===== src/rtl/uart_rx.sv =====
// rtl/uart_rx.sv - UART receiver: 1 start, 8 data LSB first, 1 stop; 2-flop synchronizer, mid-bit sampling.
// Defining UART_RX_PARITY_EN adds an even-parity bit before the stop bit and the out_fParityErr strobe.
module uart_rx #(
  parameter int KBAUD = 10416
) (
  input  logic       clk,
  input  logic       rst,
  input  logic       in_DataBit,
  output logic [7:0] out_DataByte,
  output logic       out_fValid,
  output logic       out_fFrameErr,
`ifdef UART_RX_PARITY_EN
  output logic       out_fParityErr,
`endif
  output logic       out_fBusy
);
  localparam int CW = $clog2(KBAUD);
  localparam logic [CW-1:0] HALF_LOAD = CW'(KBAUD / 2 - 1);
  localparam logic [CW-1:0] FULL_LOAD = CW'(KBAUD - 1);

  typedef enum logic [2:0] {
    s_IDLE  = 3'd0,
    s_START = 3'd1,
    s_DATA  = 3'd2,
    s_STOP  = 3'd3,
    s_WAIT  = 3'd4
`ifdef UART_RX_PARITY_EN
    , s_PARITY = 3'd5
`endif
  } state_t;

  state_t        state_q, state_d;
  logic          sync1_q, rx_s_q;
  logic [CW-1:0] cnt_q, cnt_d;
  logic [2:0]    bit_q, bit_d;
  logic [7:0]    shift_q, shift_d;
  logic [7:0]    byte_q, byte_d;
  logic          valid_q, valid_d;
  logic          ferr_q, ferr_d;
  logic          tick;
`ifdef UART_RX_PARITY_EN
  logic          par_q, par_d;
  logic          perr_q, perr_d;
`endif

  assign tick = (cnt_q == '0);

  // The synchronizer resets high so a line held low through reset reads as a start edge.
  always_ff @(posedge clk or posedge rst) begin
    if (rst) begin
      sync1_q <= 1'b1;
      rx_s_q  <= 1'b1;
    end else begin
      sync1_q <= in_DataBit;
      rx_s_q  <= sync1_q;
    end
  end

  always_ff @(posedge clk or posedge rst) begin
    if (rst) state_q <= s_IDLE;
    else     state_q <= state_d;
  end

  always_comb begin
    state_d = state_q;
    case (state_q)
      s_IDLE:  if (!rx_s_q) state_d = s_START;
      s_START: if (tick) state_d = rx_s_q ? s_IDLE : s_DATA;
`ifdef UART_RX_PARITY_EN
      s_DATA:   if (tick && bit_q == 3'd7) state_d = s_PARITY;
      s_PARITY: if (tick) state_d = s_STOP;
`else
      s_DATA:  if (tick && bit_q == 3'd7) state_d = s_STOP;
`endif
      s_STOP:  if (tick) state_d = rx_s_q ? s_IDLE : s_WAIT;
      s_WAIT:  if (rx_s_q) state_d = s_IDLE;
      default: state_d = s_IDLE;
    endcase
  end

  always_comb begin
    cnt_d   = tick ? cnt_q : cnt_q - CW'(1);
    bit_d   = bit_q;
    shift_d = shift_q;
    byte_d  = byte_q;
    valid_d = 1'b0;
    ferr_d  = 1'b0;
`ifdef UART_RX_PARITY_EN
    par_d   = par_q;
    perr_d  = 1'b0;
`endif
    case (state_q)
      s_IDLE: if (!rx_s_q) cnt_d = HALF_LOAD;
      s_START: begin
        if (tick && !rx_s_q) begin
          cnt_d = FULL_LOAD;
          bit_d = 3'd0;
        end
      end
      s_DATA: begin
        if (tick) begin
          shift_d = {rx_s_q, shift_q[7:1]};
          bit_d   = bit_q + 3'd1;
          cnt_d   = FULL_LOAD;
        end
      end
`ifdef UART_RX_PARITY_EN
      s_PARITY: begin
        if (tick) begin
          par_d = rx_s_q;
          cnt_d = FULL_LOAD;
        end
      end
`endif
      s_STOP: begin
        if (tick) begin
`ifdef UART_RX_PARITY_EN
          perr_d = ^{shift_q, par_q};
          if (rx_s_q && !perr_d) begin
`else
          if (rx_s_q) begin
`endif
            byte_d  = shift_q;
            valid_d = 1'b1;
          end
          ferr_d = !rx_s_q;
        end
      end
      default: ;
    endcase
  end

  always_ff @(posedge clk or posedge rst) begin
    if (rst) begin
      cnt_q   <= '0;
      bit_q   <= 3'd0;
      shift_q <= 8'h00;
      byte_q  <= 8'h00;
      valid_q <= 1'b0;
      ferr_q  <= 1'b0;
`ifdef UART_RX_PARITY_EN
      par_q   <= 1'b0;
      perr_q  <= 1'b0;
`endif
    end else begin
      cnt_q   <= cnt_d;
      bit_q   <= bit_d;
      shift_q <= shift_d;
      byte_q  <= byte_d;
      valid_q <= valid_d;
      ferr_q  <= ferr_d;
`ifdef UART_RX_PARITY_EN
      par_q   <= par_d;
      perr_q  <= perr_d;
`endif
    end
  end

  assign out_DataByte  = byte_q;
  assign out_fValid    = valid_q;
  assign out_fFrameErr = ferr_q;
  assign out_fBusy     = (state_q != s_IDLE);
`ifdef UART_RX_PARITY_EN
  assign out_fParityErr = perr_q;
`endif

endmodule


===== config.mk =====
export PLATFORM = sky130hd
export DESIGN_NAME = uart_rx
export DESIGN_NICKNAME = d
export VERILOG_FILES = /design/src/rtl/uart_rx.sv
export SDC_FILE = /design/constraint.sdc
export NUM_CORES = 1
export LEC_CHECK = 0
export BUFFER_PORTS_ARGS = -buffer_cell sky130_fd_sc_hd__buf_2
export CAP_MARGIN = 25
export CORE_MARGIN = 1.5
export CORE_UTILIZATION = 25
export DETAILED_ROUTE_END_ITERATION = 8
export PLACE_DENSITY = 0.48
export SLEW_MARGIN = 5
export SYNTH_ARGS = -nofsm -noshare
export SYNTH_HDL_FRONTEND = slang
export SYNTH_SLANG_ARGS = --single-unit

===== constraint.sdc =====
create_clock -name clk -period 7 [get_ports clk]
set_clock_uncertainty 0.2 [all_clocks]
set_input_delay 0.7 -clock clk [delete_from_list [all_inputs] [get_ports clk]]
set_output_delay 0.7 -clock clk [all_outputs]
set_load 0.01 [all_outputs]

==> Implementation_results.wiki <==
{| class="wikitable"
! Metric !! Value
|-
| Ratio of routed vias to standard cells || 4.463
|-
| Sequential share of power || 53.8%
|-
| Num Clock Sinks || 40
|-
| Leading post-synthesis cells by instance count || sky130_fd_sc_hd__dfrtp_1 (38), sky130_fd_sc_hd__nand2_1 (37), sky130_fd_sc_hd__nor2_1 (14)
|-
| Transition time of the tightest slew-check pin || 0.6871 ns
|-
| Maximum number of pins on one net before global-route repair || 41
|-
| Die width || 90.48 um
|-
| Run status || finished, final reports clean
|-
| Initial DRT Pass Iterations || 4
|-
| Detailed-route wire length || 3726 um
|-
| Setup slack after layout || 4.386 ns
|-
| Fraction of synthesized cell area in xor and xnor cells || 3.663%
|-
| RSZ-0062 raised after global routing || no
|-
| Number of top-level pins || 14
|-
| Fraction of registers with async set or reset after synthesis || 100.0%
|-
| First-pass GRT wire length || 6437 um
|-
| Top cell type's share of synthesized area || 49.71%
|-
| Worst slack at placement || 4.416 ns
|-
| Summed instance area of the synthesized netlist || 1913 um2
|-
| Part of the Yosys area used for sequential elements || 52.45%
|-
| Number of DRC violations after detailed routing || 0
|-
| Number of antenna violations at the first check in global routing || 0
|-
| Count of endpoints failing hold in the final timing report || 0
|-
| Yosys warnings || 0
|-
| Power per Cell Area || 197.9 nW/um2
|-
| Worst-case register-to-register setup slack || 4.39 ns
|-
| CTS root buffer || sky130_fd_sc_hd__clkbuf_8
|-
| Net Switching || 0.00009221 W
|-
| Clock network power share || 44.7%
|-
| Number of DRC violations after detailed-routing iteration 0 || 64
|-
| Critical Path Max Stage Delay || 0.49 ns
|-
| Fraction of final layout cells with drive strength greater than 1 || 20.40%
|-
| Hold path cells || 0
|-
| Shortest clock period the worst path allows after layout || 2.614 ns
|-
| Worst flop-to-flop path startpoint || cnt_q[1]
|-
| Post-synthesis simple-gate area fraction || 23.35%
|-
| Antenna viol nets, final || 0
|-
| Worst slew margin relative to its limit || 53.95%
|-
| Register bit count reported by yosys || 40
|-
| Arrival @ worst endpoint || 2.60 ns
|-
| Crit path launch || cnt_q[1]
|-
| Initial core utilization || 26.10%
|-
| # port buffers || 13
|-
| P&R area growth vs syn || 14.32%
|-
| CP max-delay cell || sky130_fd_sc_hd__and4_1
|-
| Post-synth EDFFs || 0
|-
| Biggest area contributors in the synthesized netlist || sky130_fd_sc_hd__dfrtp_1 (50%), sky130_fd_sc_hd__nand2_1 (7.3%), sky130_fd_sc_hd__mux2_2 (4.7%)
|-
| Global-route usage over all layers || 10.04%
|-
| CP Cell Sequence || inv_1 -> ha_1 -> nor3b_2 -> and4_1 -> inv_2 -> or3_1 -> a22o_1
|-
| Synth Net Count || 195
|-
| Maximum ir drop on the vdd rail || 0.1055 mV
|-
| Share of power burned in combinational logic || 1.5%
|-
| Worst-path fanout max || 9
|-
| CP delay by family, top || simple AND/OR/NAND/NOR gates
|-
| Fill cell instance count of the final layout || 788
|-
| Category of the worst setup path launch point || flop
|-
| Clock tree from TritonCTS || done
|-
| Kind of capture point of the worst setup path || flop
|-
| Post-DP HPWL || 2524 um
|-
| Logic depth of the worst register-to-register path || 7
|-
| Number of buffers between clock root and the deepest sink || 2
|-
| Gate Count Post-Synth || 187
|-
| Cell count after placement || 292
|-
| Class of the worst hold path || flop to flop
|-
| Switching power share of the total || 21.30%
|-
| Internal power summed over all cells || 0.0003407 W
|-
| FMAX || 382.6 MHz
|-
| Std cell rows || 31
|-
| Per-cell routed wire length || 12.42 um
|-
| Number of diodes added for antenna fixing || 0
|-
| Insertion delay to the later sink of the worst-skew pair || 0.30 ns
|-
| Maximum level of the CTS H-tree || 2
|-
| Number of buffers inserted by hold repair at cts || 0
|-
| Global placer's final weighted congestion || 0.7556
|-
| Library cell with the largest summed area after synthesis || sky130_fd_sc_hd__dfrtp_1
|-
| Max-slew violation total from the final report || 0
|-
| Final Cycle Share || 37.34%
|-
| Number of cells on the critical path || 7
|-
| Reported leakage power || 1.052 nW
|-
| Vias in the first global route || 1352
|-
| Most used flip-flop cell after synthesis || sky130_fd_sc_hd__dfrtp_1
|-
| Post-Synthesis Mean Instance Area || 10.23 um2
|-
| Main combinational cell family by area after synthesis || simple AND/OR/NAND/NOR gates
|-
| Die extent in y || 90.48 um
|-
| Total via count in the routed design || 1339
|-
| Worst setup path category || flop to flop
|-
| Endpoint of the most critical register-to-register path || bit_q[2]
|-
| Setup TNS after final layout || 0 ns
|-
| Floorplan core area || 7331 um2
|-
| Max cap viols || 0
|-
| Multiplexer fraction of the synthesized cell area || 6.279%
|-
| Synth Area in Compound Gates || 7.979%
|-
| Count of cells resized by post-cts repair || 0
|-
| Post-synthesis cell type count || 40
|-
| Final Net Count || 208
|-
| End of the critical path || bit_q[2]
|-
| Global route overflow || 0
|-
| Count leader, synth || sky130_fd_sc_hd__dfrtp_1
|-
| Count of buffers added by post-CTS timing repair for setup || 0
|-
| Number of non-filler instances in the completed layout || 300
|-
| Die area || 8186 um2
|-
| Clock transition at path regs || 0.08 ns
|-
| Number of buffers added by the clock tree synthesis step || 5
|-
| Data required, critical path || 6.98 ns
|-
| Final Setup Violations || 0
|-
| Total buffers and inverters traversed by the critical path || 2
|-
| Post-Synth Adder-Cell Area || 3.270%
|}
==> kinds of logic after synthesis <==
| group | Yosys count |
|---|---|
| xor gates and xnor gates | 8 |
| AOI/OAI and AO/OA | 24 |
| adders and majority gates | 5 |
| buffers and inverters | 13 |
| muxes | 11 |
| DFF | 40 |
| and+or+nand+nor | 86 |
==> metrics by stage <==
stage	hold WS, ns	utilization, %	total power (W)	instance area, um2
floorplan	0.1452	-	0.0002416	1913
global placement	0.1463	28.25	0.0002445	2071
detailed placement	0.1469	28.25	0.0002446	2071
CTS	0.1595	29.83	0.0004410	2187
global route	0.1641	29.83	0.0004523	2187
finish	0.1580	29.83	0.0004329	2187
==> worst register-to-register path, stage by stage (launching register included) <==
cell and delay (ns):
sky130_fd_sc_hd__dfrtp_1 0.43, sky130_fd_sc_hd__inv_1 0.10, sky130_fd_sc_hd__ha_1 0.13, sky130_fd_sc_hd__nor3b_2 0.33, sky130_fd_sc_hd__and4_1 0.49, sky130_fd_sc_hd__inv_2 0.11
sky130_fd_sc_hd__or3_1 0.49, sky130_fd_sc_hd__a22o_1 0.22
==> metal layers <==
metal | up-vias | track usage, % | wire, um
met5 | - | 0 | 0
met4 | 0 | 3.968 | 56
met3 | 6 | 2.525 | 95
met2 | 12 | 15.98 | 1705
met1 | 653 | 13.00 | 1869
li1 | 668 | - | -
==> power groups by stage <==
stage | clock network, W | logic [W] | registers [W]
4_1_cts | 0.000201 | 0.00000727 | 0.000233
2_1_floorplan | 0 | 0.00000509 | 0.000237
3_3_place_gp | 0 | 0.00000721 | 0.000237
3_5_place_dp | 0 | 0.00000727 | 0.000237
5_1_grt | 0.000211 | 0.00000830 | 0.000233
6_report | 0.000194 | 0.00000657 | 0.000233
==> worst min-delay path by stage <==
stage | from | end | slack (ns)
3_3_place_gp | sync1_q | rx_s_q | 0.15
4_1_cts | sync1_q | rx_s_q | 0.16
5_1_grt | sync1_q | rx_s_q | 0.16
6_report | sync1_q | rx_s_q | 0.16
3_5_place_dp | sync1_q | rx_s_q | 0.15
2_1_floorplan | sync1_q | rx_s_q | 0.15
==> cell usage in the layout (no fill, tap or decap), drive strengths merged, types with 3 or more instances in the layout <==
| cell type | n |
|---|---|
| a21oi | 8 |
| buf | 14 |
| clkbuf | 5 |
| dfrtp | 38 |
| ha | 5 |
| inv | 5 |
| mux2 | 8 |
| mux2i | 3 |
| nand2 | 37 |
| nand2b | 3 |
| nand3 | 4 |
| nor2 | 15 |
| nor3 | 5 |
| nor4 | 3 |
| o21ai | 6 |
| or3 | 6 |
| or4 | 3 |
| xor2 | 6 |
==> area by class of cell <==
class,count,area [um2],area share [%]
clock buffer,5,68.82,3.146
clock inverter,3,47.55,2.174
inverter,5,18.77,0.8581
multi-input combinational,134,852.1,38.96
sequential,40,1003,45.88
tap,99,123.9,5.664
timing repair buffer,14,72.57,3.318
==> sequential cells by signal, indices dropped and copies added, names as in the netlist <==
register       flops
bit_q              3
cnt_q             14
out_DataByte       8
out_fFrameErr      1
out_fValid         1
rx_s_q             1
shift_q            8
state_q            3
sync1_q            1
Note: power is estimated with default switching activity, not from simulation.
